<file path="config.mk">
export PLATFORM = sky130hd
export DESIGN_NAME = i2c_poll_sequencer
export DESIGN_NICKNAME = d
export VERILOG_FILES = /design/src/rtl/i2c_poll_sequencer.sv
export SDC_FILE = /design/constraint.sdc
export NUM_CORES = 1
export LEC_CHECK = 0
export CAP_MARGIN = 20
export CELL_PAD_IN_SITES_DETAIL_PLACEMENT = 0
export CELL_PAD_IN_SITES_GLOBAL_PLACEMENT = 1
export CORE_MARGIN = 10
export CORE_UTILIZATION = 46
export CTS_BUF_LIST = sky130_fd_sc_hd__clkbuf_8
export CTS_CLUSTER_SIZE = 20
export DETAILED_ROUTE_END_ITERATION = 12
export PLACE_DENSITY = 0.94
export SLEW_MARGIN = 20
export SYNTH_ARGS = -nofsm -noshare
export SYNTH_HDL_FRONTEND = slang
export SYNTH_SLANG_ARGS = --single-unit
</file>
<file path="constraint.sdc">
create_clock -name clk -period 6.9 [get_ports clk]
set_input_delay 1.38 -clock clk [delete_from_list [all_inputs] [get_ports clk]]
set_output_delay 1.38 -clock clk [all_outputs]
set_load 0.05 [all_outputs]
</file>
<file path="src/rtl/i2c_poll_sequencer.sv">
// Command sequencer in front of an i2c master: sweeps a fixed register list on one chip,
// issuing 16-bit reads and keeping the results in a host-readable shadow bank.
module i2c_poll_sequencer #(
    parameter int NUM_REGS = 4,
    parameter int TIMEOUT  = 4096,
    parameter int IDX_W    = $clog2(NUM_REGS)
) (
    input  logic                  clk,
    input  logic                  reset,
    input  logic                  enable,
    input  logic                  one_shot,
    input  logic [6:0]            chip_addr,
    input  logic [NUM_REGS*8-1:0] reg_list,
    input  logic [15:0]           period,
    input  logic                  clr_err,
    output logic [6:0]            m_chip_addr,
    output logic [7:0]            m_reg_addr,
    output logic                  m_read_en,
    input  logic                  m_busy,
    input  logic                  m_done,
    input  logic [3:0]            m_status,
    input  logic [15:0]           m_data_out,
    input  logic [IDX_W-1:0]      rd_idx,
    output logic [15:0]           rd_data,
    output logic                  rd_valid,
    output logic                  sweep_done,
    output logic                  err_flag,
    output logic [7:0]            err_count,
    output logic                  active
);
    localparam int TMO_W = $clog2(TIMEOUT + 1);
    localparam logic [IDX_W-1:0] LAST_IDX = IDX_W'(NUM_REGS - 1);
    localparam logic [TMO_W-1:0] TMO_LAST = TMO_W'(TIMEOUT - 1);

    typedef enum logic [2:0] {
        S_IDLE, S_ISSUE, S_WAIT_BUSY, S_WAIT_DONE, S_NEXT, S_WAIT_PERIOD
    } state_t;

    state_t                    state, state_nx;
    logic [IDX_W-1:0]          idx;
    logic                      continuous;
    logic [TMO_W-1:0]          tmo_cnt;
    logic [15:0]               per_cnt;
    logic [7:0]                reg_addr_q;
    logic [NUM_REGS-1:0][15:0] shadow;
    logic [NUM_REGS-1:0]       valid;

    logic take_done, tmo_hit, entry_err, per_end, last;

    always_comb begin
        take_done = (state == S_WAIT_DONE && m_done) ||
                    (state == S_WAIT_BUSY && m_busy && m_done);
        // done beats a timeout landing in the same cycle
        tmo_hit   = (state == S_WAIT_BUSY || state == S_WAIT_DONE) && !take_done &&
                    (tmo_cnt == TMO_LAST);
        entry_err = (take_done && m_status != 4'd0) || tmo_hit;
        per_end   = ({1'b0, per_cnt} + 17'd1) >= {1'b0, period};
        last      = (idx == LAST_IDX);
    end

    always_comb begin
        state_nx = state;
        case (state)
            S_IDLE:        if (enable || one_shot) state_nx = S_ISSUE;
            S_ISSUE:       state_nx = S_WAIT_BUSY;
            S_WAIT_BUSY: begin
                if (take_done || tmo_hit) state_nx = S_NEXT;
                else if (m_busy)          state_nx = S_WAIT_DONE;
            end
            S_WAIT_DONE:   if (take_done || tmo_hit) state_nx = S_NEXT;
            S_NEXT: begin
                if (continuous && !enable) state_nx = S_IDLE;
                else if (last)             state_nx = continuous ? S_WAIT_PERIOD : S_IDLE;
                else                       state_nx = S_ISSUE;
            end
            S_WAIT_PERIOD: if (per_end) state_nx = enable ? S_ISSUE : S_IDLE;
            default:       state_nx = S_IDLE;
        endcase
    end

    always_ff @(posedge clk or posedge reset) begin
        if (reset) state <= S_IDLE;
        else       state <= state_nx;
    end

    always_ff @(posedge clk or posedge reset) begin
        if (reset) begin
            idx         <= '0;
            continuous  <= 1'b0;
            tmo_cnt     <= '0;
            per_cnt     <= '0;
            reg_addr_q  <= '0;
            m_chip_addr <= '0;
            shadow      <= '0;
            valid       <= '0;
            sweep_done  <= 1'b0;
        end else begin
            sweep_done <= (state == S_NEXT) && last;
            case (state)
                S_IDLE: if (enable || one_shot) begin
                    m_chip_addr <= chip_addr;
                    continuous  <= enable;
                    idx         <= '0;
                end
                S_ISSUE: begin
                    reg_addr_q <= reg_list[{idx, 3'b000} +: 8];
                    tmo_cnt    <= '0;
                end
                S_WAIT_BUSY, S_WAIT_DONE: begin
                    if (take_done) begin
                        valid[idx] <= (m_status == 4'd0);
                        if (m_status == 4'd0) shadow[idx] <= m_data_out;
                    end else if (tmo_hit) begin
                        valid[idx] <= 1'b0;
                    end else begin
                        tmo_cnt <= tmo_cnt + 1'b1;
                    end
                end
                S_NEXT: begin
                    idx     <= last ? '0 : idx + 1'b1;
                    per_cnt <= '0;
                end
                S_WAIT_PERIOD: if (!per_end) per_cnt <= per_cnt + 16'd1;
                default: ;
            endcase
        end
    end

    // A clear in the same cycle as an error wins first, then the error is counted.
    always_ff @(posedge clk or posedge reset) begin
        if (reset) begin
            err_flag  <= 1'b0;
            err_count <= 8'd0;
        end else if (clr_err) begin
            err_flag  <= entry_err;
            err_count <= entry_err ? 8'd1 : 8'd0;
        end else if (entry_err) begin
            err_flag <= 1'b1;
            if (err_count != 8'hFF) err_count <= err_count + 8'd1;
        end
    end

    assign m_read_en  = (state == S_ISSUE) || (state == S_WAIT_BUSY);
    assign m_reg_addr = (state == S_ISSUE) ? reg_list[{idx, 3'b000} +: 8] : reg_addr_q;
    assign active     = (state != S_IDLE);

    always_comb begin
        rd_data  = '0;
        rd_valid = 1'b0;
        if (int'(rd_idx) < NUM_REGS) begin
            rd_data  = shadow[rd_idx];
            rd_valid = valid[rd_idx];
        end
    end
endmodule
</file>
==> results by group <==
Layout
  – Ratio of cells with drive above 1 in the final layout: 0.208
  – Footprint of the multi-input gates: 3300 um2
  – Fill cells: 1179
  – N_diodes: 0
  – Final Util: 0.595
  – Area Overhead vs Synth: 27.7%
  – Net count, final: 807
  – Final cell count without fillers: 897
  – Final instance area: 8620 um2
  – Flip-flop and latch area: approximately 3200 um2

Floorplan
  – Die width: 141 um
  – DIE HEIGHT: 141 um
  – Core area: ~14000 um2
  – Num rows: 44
  – # IOs: between 100 and 150
  – Initial Util: 0.466
  – Die footprint: about 20000 um2

Global route
  – GRT overflow: 0
  – Vias in the first global route: 5233
  – Gr usage total: 0.163
  – Initial antenna violation count: 0
  – Largest net degree at the start of global routing: 72
  – First-pass GRT wire length: 26400 um

Clock network
  – Num CTS Buffers: 17
  – Htree depth: 4
  – Hold_buf cts: 0
  – Worst-Skew Late Latency: 0.44 ns
  – CTS sink cnt: 128
  – CTS Root Cell: clkbuf_8
  – CTS tree: built
  – Clock slew at reported path FFs: 0.07 ns
  – Bufs on Longest Clock Path: 2
  – Postcts setup bufs: 0
  – PostCTS Resize Cnt: 0

Logic synthesis
  – Syn avg cell area: 11.7 um2
  – Syn_nets: roughly 680
  – Yosys warnings: 0
  – Ys async rst share: 1.00
  – Yosys cell types: 57
  – Seq/Total Area, Yosys: 0.475
  – Area leader, netlist: dfrtp_1
  – Most frequent cells after synthesis: dfrtp_1, nand2_1, mux2_2
  – Main synth FF type: dfrtp_1
  – Top-count cell post-synth: dfrtp_1
  – Area contributors post-synth: dfrtp_1, mux2_2, mux4_2
  – Synthesized instance count: 576
  – Number of synthesized flops with an enable pin: 0
  – Share of the synthesized area in the top cell type: 0.475
  – Yosys reg bits: 128
  – Netlist Area Pre-Place: 6750 um2

Critical path
  – Family with the most delay on the worst path: buffers and inverters
  – Crit start category: primary input
  – CP required: 5.52 ns
  – Most used cell, CP: clkdlybuf4s50_1
  – Worst path arrival time: about 3.6 ns
  – Critical path class: primary input to output port
  – WP buf/inv: 2
  – Crit-path cells: clkdlybuf4s50_1 > mux4_2 > clkdlybuf4s50_1
  – CP max stage cell: clkdlybuf4s50_1
  – Crit path max fanout: 17
  – Kind of end point of the critical path: output port
  – Max stage delay on crit path: between 1 and 1.5 ns

Pwr
  – Power Dens Cells: 349 nW/um2
  – Overall Power: 3.01 mW
  – Max IR drop VDD: 0.000142 V
  – P_leak: just under 4 nW

Run
  – # Max-Cap Violations: 0

Timing
  – Final setup vio count: 0
  – RSZ-0062 raised after global routing: false
  – Clock skew: 0.00614 ns
  – Post-route clock period utilization: 0.720
  – Hold_ws: 0.469 ns
  – Crit path time final: 4.97 ns
  – Hold Vio Cnt, Final: 0
  – Setup tns final: 0 ns
  – Worst Tran Pin Value: 0.858 ns
  – Max Transition Viols Final: 0
  – Final WS setup: approximately 1.9 ns
  – Max Fclk: 201 MHz
  – Slew headroom: 0.428

Route
  – DRT Wirelength: ~16000 um
  – DRC viols: 0
  – Met3 WL: about 690 um
  – Max Used Layer: met4
  – Routed vias: 4900
  – Per-cell routed wire length: 17.8 um
  – Drt pass-1 iters: 4
  – Routed Antenna Nets: 0
  – Metal2 WL: between 8000 and 9000 um
  – First DRT Iteration DRCs: 213
  – Avg Vias per Cell: 5.46
  – Wl on met1: 6700 um

Run status
  – Outcome: finished, final reports clean

Placement
  – Post-place setup slack: 1.45 ns
  – # port buffers: 127
  – Final HPWL DP: 11800 um
  – Placed Cells: 865
  – DP Area: between 8000 and 9000 um2
  – Final Wtd Congestion: 0.868

Hold path
  – Hold Path Class: register to register
## worst paths after layout
check	from	end	slack [ns]	cells after the start
worst max-delay path	rd_idx[1]	rd_data[15]	1.93	3
worst min-delay path	reg_addr_q[0]	reg_addr_q[0]	0.47	2
worst max register to register	per_cnt[0]	per_cnt[6]	3.07	12
worst min register to register	reg_addr_q[0]	reg_addr_q[0]	0.47	2
max in group asynchronous	reset	shadow[58]	4.15	3
min in group asynchronous	reset	err_flag	1.40	2
## cells by family after synthesis
logic type / after synthesis / share of synthesized area
adder cells (fa/ha/maj): 23 / 0.0426
multiplexers: 111 / 0.224
AO/OA/AOI/OAI: 50 / 0.0499
XOR/XNOR: 28 / 0.0363
AND/OR/NAND/NOR: 180 / 0.134
flip-flops: 128 / 0.475
buffers and inverters: 56 / 0.0378
## power breakdown
part | internal, mW | switching (mW) | leakage, nW
Clock | 0.466 | 0.287 | 0.237
Combinational | 0.482 | 0.693 | 1.97
Sequential | 0.915 | 0.168 | 1.73
## sequential cells by signal, summed over array words and instances, names as in the netlist
signal	count
continuous	1
err_count	8
err_flag	1
idx	2
m_chip_addr	7
per_cnt	16
reg_addr_q	8
shadow	64
state	3
sweep_done	1
tmo_cnt	13
valid	4
## routing by layer
metal	GRT usage	vias up
met5	0	-
met3	0.0390	22
met2	0.281	118
li1	-	2320
met1	0.193	2440
met4	0.0571	0
## worst min-delay path: cells and delay by family (launching register included)
| kind | cells | cell delay, ns |
|---|---|---|
| DFF | 1 | 0.32 |
| and+or+nand+nor | 2 | 0.11 |
## placed cells by master, fill, tap and decap left out, drive strengths merged, types with 4 or more instances in the layout
cell type | synthesis | routed
xnor2 | 18 | 18
nand4 | 17 | 17
ha | 23 | 23
buf | 13 | 4
nor2 | 29 | 29
dfrtp | 128 | 128
a21o | 5 | 5
clkbuf | 12 | 21
nand3 | 16 | 16
clkdlybuf4s50 | 0 | 126
a21oi | 5 | 5
and3 | 4 | 4
nor3 | 9 | 9
inv | 31 | 33
or3 | 4 | 4
nand2 | 81 | 81
mux2i | 13 | 13
mux2 | 73 | 73
mux4 | 25 | 25
xor2 | 10 | 10
nor4 | 8 | 8
bufinv | 0 | 5
o21ai | 20 | 20
## area by class of cell
type                       count  area share
tap                          184      0.0267
clock buffer                  21      0.0335
timing repair buffer         130       0.150
multi-input combinational    392       0.383
clock inverter                11      0.0215
inverter                      31      0.0138
sequential                   128       0.372
Power figures use the tool's default switching activity.
